===== config.mk =====
export PLATFORM = sky130hd
export DESIGN_NAME = pwm_bank_flat
export DESIGN_NICKNAME = d
export VERILOG_FILES = /design/src/rtl/pwm_bank_if.sv /design/src/rtl/pwm_bank.sv /design/src/flat_wrapper.sv
export SDC_FILE = /design/constraint.sdc
export NUM_CORES = 1
export LEC_CHECK = 0
export ABC_AREA = 1
export BUFFER_PORTS_ARGS = -buffer_cell sky130_fd_sc_hd__buf_2
export CAP_MARGIN = 20
export CORE_ASPECT_RATIO = 0.8
export CORE_MARGIN = 1
export CORE_UTILIZATION = 66
export CTS_CLUSTER_DIAMETER = 150
export DETAILED_ROUTE_END_ITERATION = 16
export GPL_TIMING_DRIVEN = 0
export HOLD_SLACK_MARGIN = 0.03
export PLACE_DENSITY = 0.91
export SLEW_MARGIN = 30
export SYNTH_ARGS = -nofsm -noshare
export SYNTH_HDL_FRONTEND = slang
export SYNTH_SLANG_ARGS = --single-unit

===== constraint.sdc =====
create_clock -name clk -period 6.2 [get_ports clk]
set_input_delay 0.93 -clock clk [delete_from_list [all_inputs] [get_ports clk]]
set_output_delay 0.93 -clock clk [all_outputs]
set_load 0.01 [all_outputs]

===== src/rtl/pwm_bank_if.sv =====
// Host-side signal bundle for pwm_bank: timebase control, duty shadow writes
// and the registered PWM outputs.
interface pwm_bank_if #(
   parameter int unsigned CHANNELS = 4,
   parameter int unsigned WIDTH    = 10
);
   localparam int unsigned ChW = (CHANNELS > 1) ? $clog2(CHANNELS) : 1;

   logic                en;
   logic                mode;
   logic [WIDTH-1:0]    period;
   logic                wr_en;
   logic [ChW-1:0]      wr_ch;
   logic [WIDTH-1:0]    wr_duty;
   logic [CHANNELS-1:0] pwm_out;
   logic                cycle_start;

   modport master (
      output en, mode, period, wr_en, wr_ch, wr_duty,
      input  pwm_out, cycle_start
   );

   modport slave (
      input  en, mode, period, wr_en, wr_ch, wr_duty,
      output pwm_out, cycle_start
   );
endinterface


===== src/rtl/pwm_bank.sv =====
// Multi-channel PWM on a shared up / up-down timebase with shadowed duty,
// period and mode that only take effect at a cycle boundary.
module pwm_bank #(
   parameter int unsigned         CHANNELS = 4,
   parameter int unsigned         WIDTH    = 10,
   parameter logic [CHANNELS-1:0] INVERT   = '0
) (
   input logic        clk,
   input logic        rst,
   pwm_bank_if.slave  bus
);
   localparam int unsigned      ChW = (CHANNELS > 1) ? $clog2(CHANNELS) : 1;
   localparam logic [WIDTH-1:0] One = WIDTH'(1);

   typedef enum logic {StUp, StDown} dir_e;

   dir_e                             dir_q, dir_d;
   logic [WIDTH-1:0]                 cnt_q, cnt_d;
   logic [WIDTH-1:0]                 per_act_q, per_eff;
   logic                             mode_act_q, mode_eff;
   logic [CHANNELS-1:0][WIDTH-1:0]   duty_sh_q, duty_sh_d;
   logic [CHANNELS-1:0][WIDTH-1:0]   duty_act_q, duty_eff;
   logic [CHANNELS-1:0]              pwm_q, pwm_d;
   logic                             cs_q, cs_d;
   logic                             boundary;

   assign boundary = bus.en && (cnt_q == '0) && (dir_q == StUp);

   // On the boundary clock the freshly loaded values already govern this clock.
   always_comb begin
      per_eff  = boundary ? bus.period : per_act_q;
      mode_eff = boundary ? bus.mode   : mode_act_q;
      duty_eff = boundary ? duty_sh_q  : duty_act_q;
   end

   always_ff @(posedge clk) begin
      if (rst) begin
         dir_q      <= StUp;
         cnt_q      <= '0;
         per_act_q  <= '0;
         mode_act_q <= 1'b0;
         duty_sh_q  <= '0;
         duty_act_q <= '0;
         pwm_q      <= INVERT;
         cs_q       <= 1'b0;
      end else begin
         dir_q     <= dir_d;
         cnt_q     <= cnt_d;
         duty_sh_q <= duty_sh_d;
         pwm_q     <= pwm_d;
         cs_q      <= cs_d;
         if (boundary) begin
            per_act_q  <= bus.period;
            mode_act_q <= bus.mode;
            duty_act_q <= duty_sh_q;
         end
      end
   end

   always_comb begin
      cnt_d = cnt_q;
      dir_d = dir_q;
      if (!bus.en || (per_eff == '0)) begin
         cnt_d = '0;
         dir_d = StUp;
      end else if (!mode_eff) begin
         cnt_d = (cnt_q == per_eff) ? '0 : cnt_q + One;
         dir_d = StUp;
      end else if (dir_q == StUp) begin
         if (cnt_q == per_eff) begin
            cnt_d = per_eff - One;
            // per==1 turns straight back to zero, which is the next boundary.
            dir_d = (per_eff == One) ? StUp : StDown;
         end else begin
            cnt_d = cnt_q + One;
         end
      end else begin
         cnt_d = cnt_q - One;
         dir_d = (cnt_q == One) ? StUp : StDown;
      end
   end

   always_comb begin
      duty_sh_d = duty_sh_q;
      for (int i = 0; i < CHANNELS; i++) begin
         if (bus.wr_en && (bus.wr_ch == ChW'(i))) duty_sh_d[i] = bus.wr_duty;
      end
   end

   always_comb begin
      pwm_d = INVERT;
      cs_d  = 1'b0;
      if (bus.en) begin
         cs_d = boundary;
         for (int i = 0; i < CHANNELS; i++) begin
            pwm_d[i] = (cnt_q < duty_eff[i]) ^ INVERT[i];
         end
      end
   end

   assign bus.pwm_out     = pwm_q;
   assign bus.cycle_start = cs_q;
endmodule


===== src/flat_wrapper.sv =====
// flat-port wrapper written by rule: the top's interface ports become plain ports
module pwm_bank_flat 
#(
   parameter int unsigned         CHANNELS = 4,
   parameter int unsigned         WIDTH    = 10,
   parameter logic [CHANNELS-1:0] INVERT   = '0
)
  (clk, rst, bus_en, bus_mode, bus_period, bus_wr_en, bus_wr_ch, bus_wr_duty, bus_pwm_out, bus_cycle_start);
  pwm_bank_if #(.CHANNELS(CHANNELS), .WIDTH(WIDTH)) bus_i ();
  input logic clk;
  input logic rst;
  input wire logic [$bits(bus_i.en)-1:0] bus_en;
  input wire logic [$bits(bus_i.mode)-1:0] bus_mode;
  input wire logic [$bits(bus_i.period)-1:0] bus_period;
  input wire logic [$bits(bus_i.wr_en)-1:0] bus_wr_en;
  input wire logic [$bits(bus_i.wr_ch)-1:0] bus_wr_ch;
  input wire logic [$bits(bus_i.wr_duty)-1:0] bus_wr_duty;
  output wire logic [$bits(bus_i.pwm_out)-1:0] bus_pwm_out;
  output wire logic [$bits(bus_i.cycle_start)-1:0] bus_cycle_start;
  assign bus_i.en = bus_en;
  assign bus_i.mode = bus_mode;
  assign bus_i.period = bus_period;
  assign bus_i.wr_en = bus_wr_en;
  assign bus_i.wr_ch = bus_wr_ch;
  assign bus_i.wr_duty = bus_wr_duty;
  assign bus_pwm_out = bus_i.pwm_out;
  assign bus_cycle_start = bus_i.cycle_start;
  pwm_bank #(.CHANNELS(CHANNELS), .WIDTH(WIDTH), .INVERT(INVERT)) u_core (.clk(clk), .rst(rst), .bus(bus_i));
endmodule

# Yosys cells after proc, flatten, opt, wreduce, memory -nomap -nowiden
# Index checks and enable logic that the tools add are counted.
# word_totals
regBits	107
latchBits	0
mem_bits_rw	0
romBits	0
in_bits	27
out_inout_bits	5
elab_cells	55
n_memories	0
# classes
addsub	3
mul	0
div	0
n_lt_le_gt_ge	4
eq_ne	6
shifts	0
n_mux	11
n_bitwise	3
n_reduce_logical	14
# op_table
op	n
$mux 10	5
$lt 10x10->1	4
$mux 40	1
$eq 10x1->1 const B	2
$logic_not 10->1	2
$sub 10x1->10 const B	2
$add 10x1->10 const B	1
$eq 10x10->1	1
$logic_and 1x1->1	6
$mux 1	5
$eq 2x2->1 const B	2
$reduce_or 2->1	2
$not 1->1	3
$reduce_or 3->1	1
$eq 2x1->1 const B	1
$logic_not 2->1	1
$logic_not 1->1	1
$logic_or 1x1->1	1

# Depth between registers and ports, before layout
# logic_depth
word_depth	8
ltp_mapped	19
ltp_nobuf	17

# Worst setup path after synthesis
# OpenSTA, ideal clock, no wires.
# synth_path
path_kind	input port to flip-flop
from	input bus_en
to	register u_core.pwm_q[0], in the netlist u_core.bus.pwm_out[0]
setup_ps	74
arrival_ps	2851
required_time_ps	6126
setup_slack_ps	3275
stages	14
path_buffers	4
path_cell_list	nand3_2 > nor2_4 > nand2_4 > buf_6 > buf_8 > buf_4 > buf_2 > mux2i_1 > ha_1 > a21oi_1 > o21ai_0 > nand2_1 > o2111ai_1 > a31oi_1
# synth_between
elab_chain_len	4
word_cells_on_any_way	6
classes_between	1 x order compare; 1 x mux; 1 x bitwise; 3 x reduce/logical
# synth_lines
item	line_no	text
start: declaration	flat_wrapper.sv:12	input wire logic [$bits(bus_i.en)-1:0] bus_en;
$logic_and 1x1->1 (2 in series)	pwm_bank.sv:27	assign boundary = bus.en && (cnt_q == '0) && (dir_q == StUp);
$mux 40	pwm_bank.sv:33	duty_eff = boundary ? duty_sh_q : duty_act_q;
$lt 10x10->1	pwm_bank.sv:96	pwm_d[i] = (cnt_q < duty_eff[i]) ^ INVERT[i];
end signal: assignment	pwm_bank.sv:50	pwm_q <= pwm_d;
end: declaration	pwm_bank.sv:23	logic [CHANNELS-1:0] pwm_q, pwm_d;
# Several ways; a longest one is shown, not always the timed one.
# A chain may end at the register's enable or synchronous reset.

# Final worst setup path
# layout_path
from	register u_core.cnt_q[1]
to	register u_core.pwm_q[0], in the netlist u_core.bus.pwm_out[0]
# layout_between
elab_chain_len	5
# layout_lines
item	line_no	text
start: declaration	pwm_bank.sv:18	logic [WIDTH-1:0] cnt_q, cnt_d;
start signal: assignment	pwm_bank.sv:48	cnt_q <= cnt_d;
$logic_not 10->1	pwm_bank.sv:27	
$logic_and 1x1->1 (2 in series)	pwm_bank.sv:27	
$mux 40	pwm_bank.sv:33	
$lt 10x10->1 (*)	pwm_bank.sv:96	
# Every way passes the cells marked *; elsewhere a longest branch is shown, timed or not.

==> flow_metrics.py <==
metrics = {
    "clock_network": {
        "numCtsBuffers": 9,
        "cts_sinks": 107,
        "hold_buffers": 0,
        "h-tree-depth": 3,
        "clk_pin_slew_ns": 0.10,
        "clk_path_buf_depth": 2,
        "cts_setup_buffers": 0,
        "cts_root_buf": "clkbuf_8",
        "cts_tree": "done",
        "clkLatencyLatePin_ns": 0.38,
        "post_cts_resized": 0,
    },
    "critical_path": {
        "cp-end-kind": "flip-flop",
        "arrival_ns": 4.07,
        "reg2reg_slack_ns": 2.42,
        "crit_fanout": 10,
        "worstSetupPathType": "reg -> reg",
        "rr_worst_depth": 16,
        "required_ns": 6.49,
        "reg2reg_from": "u_core.cnt_q[1]",
        "cp-start-kind": "flip-flop",
        "r2r_end": "u_core.bus.pwm_out[0]",
    },
    "synthesis": {
        "synth_seq_cells": 107,
        "syn_area_per_cell_um2": 7.39,
        "ys_warn_count": 0,
        "yosysSeqAreaShare_pct": 36.1,
        "syn_nets": 872,
        "syn_inst": 803,
        "synthesis.area_um2": 5930,
        "ys_types": 40,
    },
    "layout": {
        "drive_gt1_share_pct": 12.4,
        "area_growth_pct": 8.06,
        "diodes": 0,
        "fill_cells": 644,
        "nets": 913,
        "fin_cells": 961,
    },
    "placement": {
        "gp_congestion": 0.981,
        "placedCellCount": 945,
        "port_buffers": 30,
        "dp_hpwl_mm": 12.0,
    },
    "sta": {
        "period_needed_ns": 3.78,
        "max_freq_mhz": 265,
        "fin_skew_ns": 0.00581,
        "finalHoldViolCount": 0,
        "slew_violations": 0,
        "period_share_pct": 61.0,
        "setup-tns-final_ns": 0,
        "slew-limit-headroom_pct": 59.6,
        "setup_viol_count_final": 0,
        "rsz0062_at_grt": "false",
        "worst_pin_slew_ns": 0.606,
    },
    "die": {
        "start_util_pct": 69.0,
        "design.die.area_um2": 9370,
        "dieHeight_um": 86.8,
        "core_area_um2": 8600,
        "io-pin-count": 32,
        "die_w_um": 108,
        "rows": 30,
    },
    "detailed_routing": {
        "wirelength_mm": 16.1,
        "first_pass_iters": 5,
        "wl_per_cell_um": 16.7,
        "vias": 5636,
        "drcViolationCount": 0,
        "drtIter0Drc": 601,
        "postRouteAntennaNets": 0,
        "via_per_inst": 5.86,
    },
    "run_status": {
        "status": "complete, no violations",
    },
    "grt": {
        "grt_pass1_wl_mm": 25.6,
        "groute.usage.overall_pct": 36.3,
        "grt-ovfl-total": 0,
        "grt_pass1_vias": 5119,
        "antenna_found_initial": 0,
        "grt_max_degree": 18,
    },
    "hold_path": {
        "holdPathStages": 2,
        "hold_start": "u_core.duty_sh_q[34]",
        "holdPathEnd": "u_core.duty_sh_q[34]",
        "hp-class": "reg -> reg",
    },
    "pwr": {
        "ir_worst_vdd_v": 0.000213,
        "p_per_area_nw_per_um2": 323,
        "p_leak_nw": 3.14,
    },
    "job": {
        "drv_cap": 0,
    },
}
==> how the worst max path moves through the flow <==
stage	endpoint	slack, ns	start
3_5_place_dp	u_core.bus.pwm_out[0]	2.56	u_core.cnt_q[1]
5_1_grt	u_core.bus.pwm_out[0]	2.26	u_core.cnt_q[1]
4_1_cts	u_core.bus.pwm_out[0]	2.52	u_core.cnt_q[1]
2_1_floorplan	u_core.bus.pwm_out[0]	3.27	bus_en
6_report	u_core.bus.pwm_out[0]	2.42	u_core.cnt_q[1]
3_3_place_gp	u_core.bus.pwm_out[0]	2.75	u_core.cnt_q[1]
==> layout by cell type, fill, tap and decap left out, drive strengths merged <==
master / synthesis / routed
nand2: 179 / 179
nor2: 158 / 158
dfxtp: 107 / 107
o21ai: 66 / 66
inv: 59 / 61
nand3: 44 / 44
buf: 13 / 43
ha: 42 / 42
a21oi: 38 / 38
mux2i: 30 / 30
clkbuf: 18 / 30
xor2: 11 / 11
nand3b: 7 / 7
nand4: 7 / 7
clkinv: 4 / 5
o2111ai: 4 / 4
a31oi: 4 / 4
nor3: 3 / 3
nor4: 2 / 2
or2: 2 / 2
nor2b: 1 / 1
and3: 1 / 1
o31ai: 1 / 1
a211oi: 1 / 1
a41oi: 1 / 1
clkinvlp: 0 / 1
==> layout make-up <==
type	count	area, um^2	share of cell area (%)
plain buffers	31	178	2.77
clock buffers	12	155	2.42
clock inverters	4	32.5	0.508
inverters	63	241	3.77
multi-input cells	602	3370	52.6
flip-flops and latches	107	2140	33.4
well taps	112	140	2.19
repair buffers	30	150	2.34
==> critical path, cell delays in order, from the launching register on <==
cell,delay (ns)
dfxtp_1,0.66
inv_1,0.30
ha_1,0.27
nand3_2,0.09
nor2_4,0.07
nand2_4,0.09
buf_6,0.19
buf_8,0.18
buf_4,0.22
buf_2,0.33
mux2i_1,0.32
ha_1,0.30
a21oi_1,0.15
o21ai_0,0.10
nand2_1,0.07
o2111ai_1,0.10
a31oi_1,0.23
==> registers in the layout, summed over array words and instances, names as in the netlist <==
name / cells
u_core.per_act_q: 10
u_core.bus.cycle_start: 1
u_core.dir_q: 1
u_core.duty_sh_q: 40
u_core.duty_act_q: 40
u_core.cnt_q: 10
u_core.mode_act_q: 1
u_core.bus.pwm_out: 4
==> layer usage <==
metal,GRT usage [%],routed length (um),vias to the layer above
li1,-,-,2702
met1,50.2,6770,2563
met2,54.4,6990,323
met3,9.77,1880,48
met4,12.6,454,0
met5,0,0,-
==> cell usage after synthesis <==
cell / count / area share [%]
a211oi_1: 1 / 0.13
a21oi_1: 33 / 2.8
a21oi_2: 5 / 0.74
a31oi_1: 4 / 0.42
a41oi_1: 1 / 0.15
and3_1: 1 / 0.11
buf_2: 4 / 0.34
buf_4: 4 / 0.51
buf_6: 4 / 0.76
buf_8: 1 / 0.25
clkbuf_1: 18 / 1.1
clkinv_1: 3 / 0.19
clkinv_4: 1 / 0.15
dfxtp_1: 107 / 36
ha_1: 42 / 8.9
inv_1: 56 / 3.5
inv_2: 3 / 0.19
mux2i_1: 30 / 5.1
nand2_1: 158 / 10
nand2_2: 12 / 1.3
nand2_4: 9 / 1.7
nand3_1: 39 / 3.3
nand3_2: 4 / 0.67
nand3_4: 1 / 0.30
nand3b_1: 7 / 0.89
nand4_1: 7 / 0.74
nor2_1: 148 / 9.4
nor2_2: 7 / 0.74
nor2_4: 1 / 0.19
nor2_8: 2 / 0.67
nor2b_1: 1 / 0.11
nor3_1: 3 / 0.25
nor4_1: 2 / 0.21
o2111ai_1: 4 / 0.59
o21ai_0: 65 / 5.5
o21ai_2: 1 / 0.15
o31ai_1: 1 / 0.13
or2_1: 1 / 0.11
or2_2: 1 / 0.11
xor2_1: 11 / 1.6
==> through the flow <==
stage	hold WS (ns)	power (mW)	instance area (um^2)	setup slack [ns]	util [%]
5_1_grt	0.481	2.20	6410	2.26	74.6
3_3_place_gp	0.448	1.60	6220	2.75	72.4
2_1_floorplan	0.430	1.44	5930	3.27	-
6_report	0.460	2.07	6410	2.42	74.6
3_5_place_dp	0.445	1.64	6220	2.56	72.4
4_1_cts	0.459	2.05	6410	2.52	74.6
==> report_power, final <==
group,internal [mW],switching (mW)
clock,0.172,0.248
sequential,0.752,0.0445
combinational,0.286,0.571
==> kinds of logic after synthesis <==
group           share of synthesized area [%]
flops                                    36.1
compound gates                           10.6
mux                                      5.06
buf+inv                                  7.07
fa+ha+maj                                8.86
simple gates                             30.7
xor+xnor                                 1.62
Power figures use the tool's default switching activity.
